**config.mk**
```make
export PLATFORM = sky130hd
export DESIGN_NAME = midi_msg_parser
export DESIGN_NICKNAME = d
export VERILOG_FILES = /design/src/rtl/midi_pkg.sv /design/src/rtl/midi_msg_parser.sv
export SDC_FILE = /design/constraint.sdc
export NUM_CORES = 1
export LEC_CHECK = 0
export BUFFER_PORTS_ARGS = -buffer_cell sky130_fd_sc_hd__buf_2
export CAP_MARGIN = 20
export CORE_ASPECT_RATIO = 0.9
export CORE_MARGIN = 2
export CORE_UTILIZATION = 25
export DETAILED_ROUTE_END_ITERATION = 8
export PLACE_DENSITY = 0.39
export SKIP_CTS_REPAIR_TIMING = 1
export SYNTH_ARGS = -nofsm -noshare
export SYNTH_HDL_FRONTEND = slang
export SYNTH_SLANG_ARGS = --single-unit
```
**constraint.sdc**
```tcl
create_clock -name Clk -period 2.4 [get_ports Clk]
set_input_delay 0.36 -clock Clk [delete_from_list [all_inputs] [get_ports Clk]]
set_output_delay 0.36 -clock Clk [all_outputs]
set_load 0.01 [all_outputs]
```
**src/rtl/midi_pkg.sv**
```systemverilog
// Shared MIDI definitions: parser state, channel-voice message types and the
// data-length lookup used to decide when a message is complete.
package midi_pkg;

  typedef enum logic [1:0] {IDLE, WAIT_D1, WAIT_D2, DISCARD} state_e;

  localparam logic [3:0] NOTE_OFF = 4'h8;
  localparam logic [3:0] NOTE_ON  = 4'h9;
  localparam logic [3:0] POLY_AT  = 4'hA;
  localparam logic [3:0] CTRL     = 4'hB;
  localparam logic [3:0] PROG     = 4'hC;
  localparam logic [3:0] CHAN_AT  = 4'hD;
  localparam logic [3:0] PITCH    = 4'hE;

  // 0 for data bytes and system traffic, else the number of data bytes that follow.
  function automatic logic [1:0] midi_data_len(input logic [7:0] status);
    logic [1:0] len;
    len = 2'd0;
    if (status[7] && status[7:4] != 4'hF) begin
      case (status[7:4])
        PROG, CHAN_AT: len = 2'd1;
        default:       len = 2'd2;
      endcase
    end
    return len;
  endfunction

endpackage

```
**src/rtl/midi_msg_parser.sv**
```systemverilog
// MIDI byte-to-message assembler with running status, real-time transparency and
// SysEx discard. Define MIDI_VEL0_NOTEOFF_EN to emit velocity-0 note-ons as note-offs.
module midi_msg_parser
  import midi_pkg::*;
#(
  parameter bit         OMNI    = 1'b1,
  parameter logic [3:0] CHANNEL = 4'd0
) (
  input  logic       Clk,
  input  logic       Rst,
  input  logic       byte_valid,
  input  logic [7:0] rx_byte,
  output logic       msg_valid,
  output logic [7:0] msg_status,
  output logic [6:0] msg_data1,
  output logic [6:0] msg_data2,
  output logic       msg_err
);

  state_e     state_q, state_d;
  logic [7:0] run_status_q, run_status_d;
  logic [6:0] d1_q, d1_d;

  logic       is_data, is_chan, is_sys;
  logic [1:0] len;
  logic       complete, pass, emit, drop_err;
  logic [7:0] out_status;
  logic [6:0] out_d1, out_d2;

  // Real-time bytes (0xF8-0xFF) match none of these and so leave everything untouched.
  assign is_data = byte_valid && !rx_byte[7];
  assign is_chan = byte_valid && rx_byte[7] && (rx_byte[7:4] != 4'hF);
  assign is_sys  = byte_valid && (rx_byte[7:3] == 5'b11110);
  assign len     = midi_data_len(run_status_q);

  always_ff @(posedge Clk or posedge Rst) begin
    if (Rst) begin
      state_q      <= IDLE;
      run_status_q <= 8'h00;
      d1_q         <= 7'h00;
    end else begin
      state_q      <= state_d;
      run_status_q <= run_status_d;
      d1_q         <= d1_d;
    end
  end

  always_comb begin
    state_d      = state_q;
    run_status_d = run_status_q;
    d1_d         = d1_q;
    if (is_chan) begin
      run_status_d = rx_byte;
      state_d      = WAIT_D1;
    end else if (is_sys) begin
      run_status_d = 8'h00;
      state_d      = DISCARD;
    end else if (is_data) begin
      case (state_q)
        WAIT_D1: begin
          d1_d    = rx_byte[6:0];
          state_d = (len == 2'd1) ? WAIT_D1 : WAIT_D2;
        end
        WAIT_D2: state_d = WAIT_D1;
        default: ;
      endcase
    end
  end

  always_comb begin
    complete = is_data && ((state_q == WAIT_D1 && len == 2'd1) || state_q == WAIT_D2);
    pass     = OMNI || (run_status_q[3:0] == CHANNEL);
    emit     = complete && pass;
    drop_err = (is_data && state_q == IDLE) || ((is_chan || is_sys) && state_q == WAIT_D2);

    out_status = run_status_q;
    out_d1     = (state_q == WAIT_D1) ? rx_byte[6:0] : d1_q;
    out_d2     = (state_q == WAIT_D2) ? rx_byte[6:0] : 7'h00;
`ifdef MIDI_VEL0_NOTEOFF_EN
    // Only the emitted copy is rewritten; running status stays a note-on.
    if (run_status_q[7:4] == NOTE_ON && out_d2 == 7'h00) begin
      out_status = {NOTE_OFF, run_status_q[3:0]};
      out_d2     = 7'h40;
    end
`endif
  end

  always_ff @(posedge Clk or posedge Rst) begin
    if (Rst) begin
      msg_valid  <= 1'b0;
      msg_err    <= 1'b0;
      msg_status <= 8'h00;
      msg_data1  <= 7'h00;
      msg_data2  <= 7'h00;
    end else begin
      msg_valid <= emit;
      msg_err   <= drop_err;
      if (emit) begin
        msg_status <= out_status;
        msg_data1  <= out_d1;
        msg_data2  <= out_d2;
      end
    end
  end

endmodule

```
==> flow_metrics.env <==
export IMPL_status="completed"
export IMPL_grt_max_degree=42
export IMPL_insertion_delay_ns=0.29
export IMPL_h_tree_depth=2
export IMPL_hp_class="primary input to async pin"
export IMPL_clock_tree_buffer_depth=2
export IMPL_drt_first_iter_violations=32
export IMPL_cts_root_buf="clkbuf_8"
export IMPL_start_util_pct=25.67
export IMPL_synth_nets=146
export IMPL_final_max_slew_viol_count=0
export IMPL_seqPwrFrac_pct=43.1
export IMPL_ant_nets=0
export IMPL_dp_hpwl_um=2817
export IMPL_drc=0
export IMPL_clk_pin_slew_ns=0.08
export IMPL_die_x_um=93.39
export IMPL_port_buffers=34
export IMPL_synthCells=132
export IMPL_wl_per_cell_um=15.02
export IMPL_drv_cap=0
export IMPL_regToRegStartpoint="state_q[1]"
export IMPL_synthesis_area_mm2=0.001798
export IMPL_synth_area_per_cell_um2=13.62
export IMPL_finalCriticalPeriod_ns=2.122
export IMPL_stdcell_count=265
export IMPL_pin_count=35
export IMPL_worstSetupEndpointType="flip-flop"
export IMPL_switchingPower_uw=777.6
export IMPL_die_y_um=84.46
export IMPL_crit_fanout=15
export IMPL_vias_per_cell=4.226
export IMPL_place_gp_congestion=0.7088
export IMPL_die_area_mm2=0.007887
export IMPL_cts_sink_count=41
export IMPL_cp_start_kind="flip-flop"
export IMPL_vdd_ir_drop_max_mv=0.3455
export IMPL_antenna_found_initial=0
export IMPL_power_internal_uw=1760
export IMPL_finalCritPeriodShare_pct=88.42
export IMPL_pwr_share_clk_pct=22.9
export IMPL_setup_viol=0
export IMPL_critical_path_max_stage_delay_ns=0.60
export IMPL_final_cell_mix="41 x dfrtp_1, 34 x buf_2, 19 x mux2_2, 17 x nand2_1"
export IMPL_power_density_mw_per_mm2=1166
export IMPL_reg2reg_to="msg_data1[3]"
export IMPL_cts_made_buffers=5
export IMPL_p_leak_uw=0.001032
export IMPL_crit_arrival_ns=2.30
export IMPL_final_core_utilization_pct=31.09
export IMPL_antenna_cells=0
export IMPL_wirelength_um=3980
export IMPL_drive_gt1_share_pct=45.93
export IMPL_dr_pass1_iters=4
export IMPL_cts_tree="yes"
export IMPL_layout_commonest_cell="dfrtp_1"
export IMPL_hold_violations=0
export IMPL_skew_ns=0.004684
export IMPL_grt_pass1_vias=1242
export IMPL_dp_cells=257
export IMPL_ys_ff_latch=41
export IMPL_fillerInstances=716
export IMPL_synth_top_cell_area_share_pct=57.06
export IMPL_worstPathCellList="inv_1, ha_1, nand3b_2, o21ai_4, mux2_2"
export IMPL_crit_slowest_cell="o21ai_4"
export IMPL_fin_tns_setup_ns=0
export IMPL_rows=29
export IMPL_comb_power_share_pct=34.0
export IMPL_grtUsageTotal_pct=10.96
export IMPL_worstPathRequired_ns=2.58
export IMPL_cp_buffers_inverters=1
export IMPL_coreArea_mm2=0.007003
export IMPL_relSlewSlack_pct=58.64
export IMPL_yosysWarnings=0
export IMPL_max_freq_mhz=471.2
export IMPL_synth_area_leaders="dfrtp_1 57%, mux2_2 12%, mux2_4 7.5%, nand2_1 3.5%, a22o_1 2.9%"
export IMPL_area_growth_pct=21.09
export IMPL_swShare_pct=30.64
export IMPL_synth_seq_area_share_pct=57.06
export IMPL_synth_largest_area_cell="dfrtp_1"
export IMPL_vias=1120
export IMPL_tightestPinTransition_ns=0.6180
export IMPL_ff2ff_path_depth=5
export IMPL_critical_path_top_delay_family="compound AO/OA/AOI/OAI gates"
export IMPL_grt_setup_unrepaired="false"
export IMPL_grt_pass1_wl_um=6624
export IMPL_r2r_slack_ns=0.28
export IMPL_worst_setup_path_type="flip-flop to flip-flop"
export IMPL_synthDistinctLibCells=30
export IMPL_grt_ovfl_total=0
export IMPL_fin_nets=185
==> worst max-delay path by stage <==
stage,startpoint,to,slack [ns],cells after the start
finish,state_q[1],msg_data1[3],0.28,5
global route,state_q[1],msg_data1[3],0.11,5
CTS,state_q[1],msg_data1[3],0.23,5
detailed placement,state_q[1],msg_data1[3],0.29,5
global placement,state_q[1],msg_data1[2],0.37,5
floorplan,state_q[1],msg_data1[0],0.64,8
==> synthesized netlist by cell type (all sizes together) <==
cell and instances:
nand2 17, dfrtp 41, a22o 6, nor2 1, and3b 2, mux2 28, a41o 1, inv 4
nor3 1, a31oi 2, o22a 1, nand2b 1, o21a 1, buf 3, clkbuf 1, or3 1
o21ai 10, nand3b 4, a21o 1, and2b 1, or2 1, a21oi 1, ha 3
==> layout make-up <==
cell class,instances,area [µm²],share of cell area (%)
clock buffer,6,82.58,3.793
sequential,41,1026,47.13
inverter,4,15.01,0.6897
timing repair buffer,36,185.2,8.506
tap,93,116.4,5.345
clock inverter,2,37.54,1.724
multi-input combinational,83,714.4,32.82
==> power groups by stage <==
stage / Clock [µW] / Combinational [µW] / Sequential, µW
3_5_place_dp: 0 / 876 / 1110
2_1_floorplan: 0 / 521 / 1160
6_report: 582 / 862 / 1090
5_1_grt: 632 / 951 / 1130
3_3_place_gp: 0 / 864 / 1100
4_1_cts: 599 / 886 / 1100
==> per-layer routing <==
layer	up-vias	track usage, %	wire length, µm
li1	545	-	-
met5	-	0	0
met2	24	16.74	1854
met1	546	14.91	1916
met4	0	3.209	38
met3	5	3.501	171
==> flip-flops by register name (all words and copies together) (netlist names) <==
name / cells
msg_status: 8
msg_data1: 7
msg_err: 1
out_status: 8
state_q: 2
msg_data2: 7
d1_q: 7
msg_valid: 1
==> tightest hold or removal path, cell delays in order <==
cell and delay [ns]:
buf_2 0.10, inv_1 0.04, buf_4 0.43
==> kinds of logic after synthesis <==
| logic type | Yosys count | synth area share (%) |
|---|---|---|
| flops | 41 | 57.06 |
| simple gates | 29 | 8.699 |
| mux | 28 | 19.42 |
| compound gates | 23 | 9.534 |
| buf+inv | 8 | 3.201 |
| fa+ha+maj | 3 | 2.088 |
==> through the flow <==
step | area (µm²) | hold WS [ns] | worst slack [ns] | power (µW)
floorplan | 1798 | 0.4606 | 0.6399 | 1680
global placement | 2057 | 0.4882 | 0.3705 | 1960
detailed placement | 2057 | 0.4900 | 0.2918 | 1983
CTS | 2177 | 0.2143 | 0.2277 | 2580
global route | 2177 | 0.2363 | 0.1138 | 2712
finish | 2177 | 0.1882 | 0.2779 | 2538
Power figures use the tool's default switching activity.
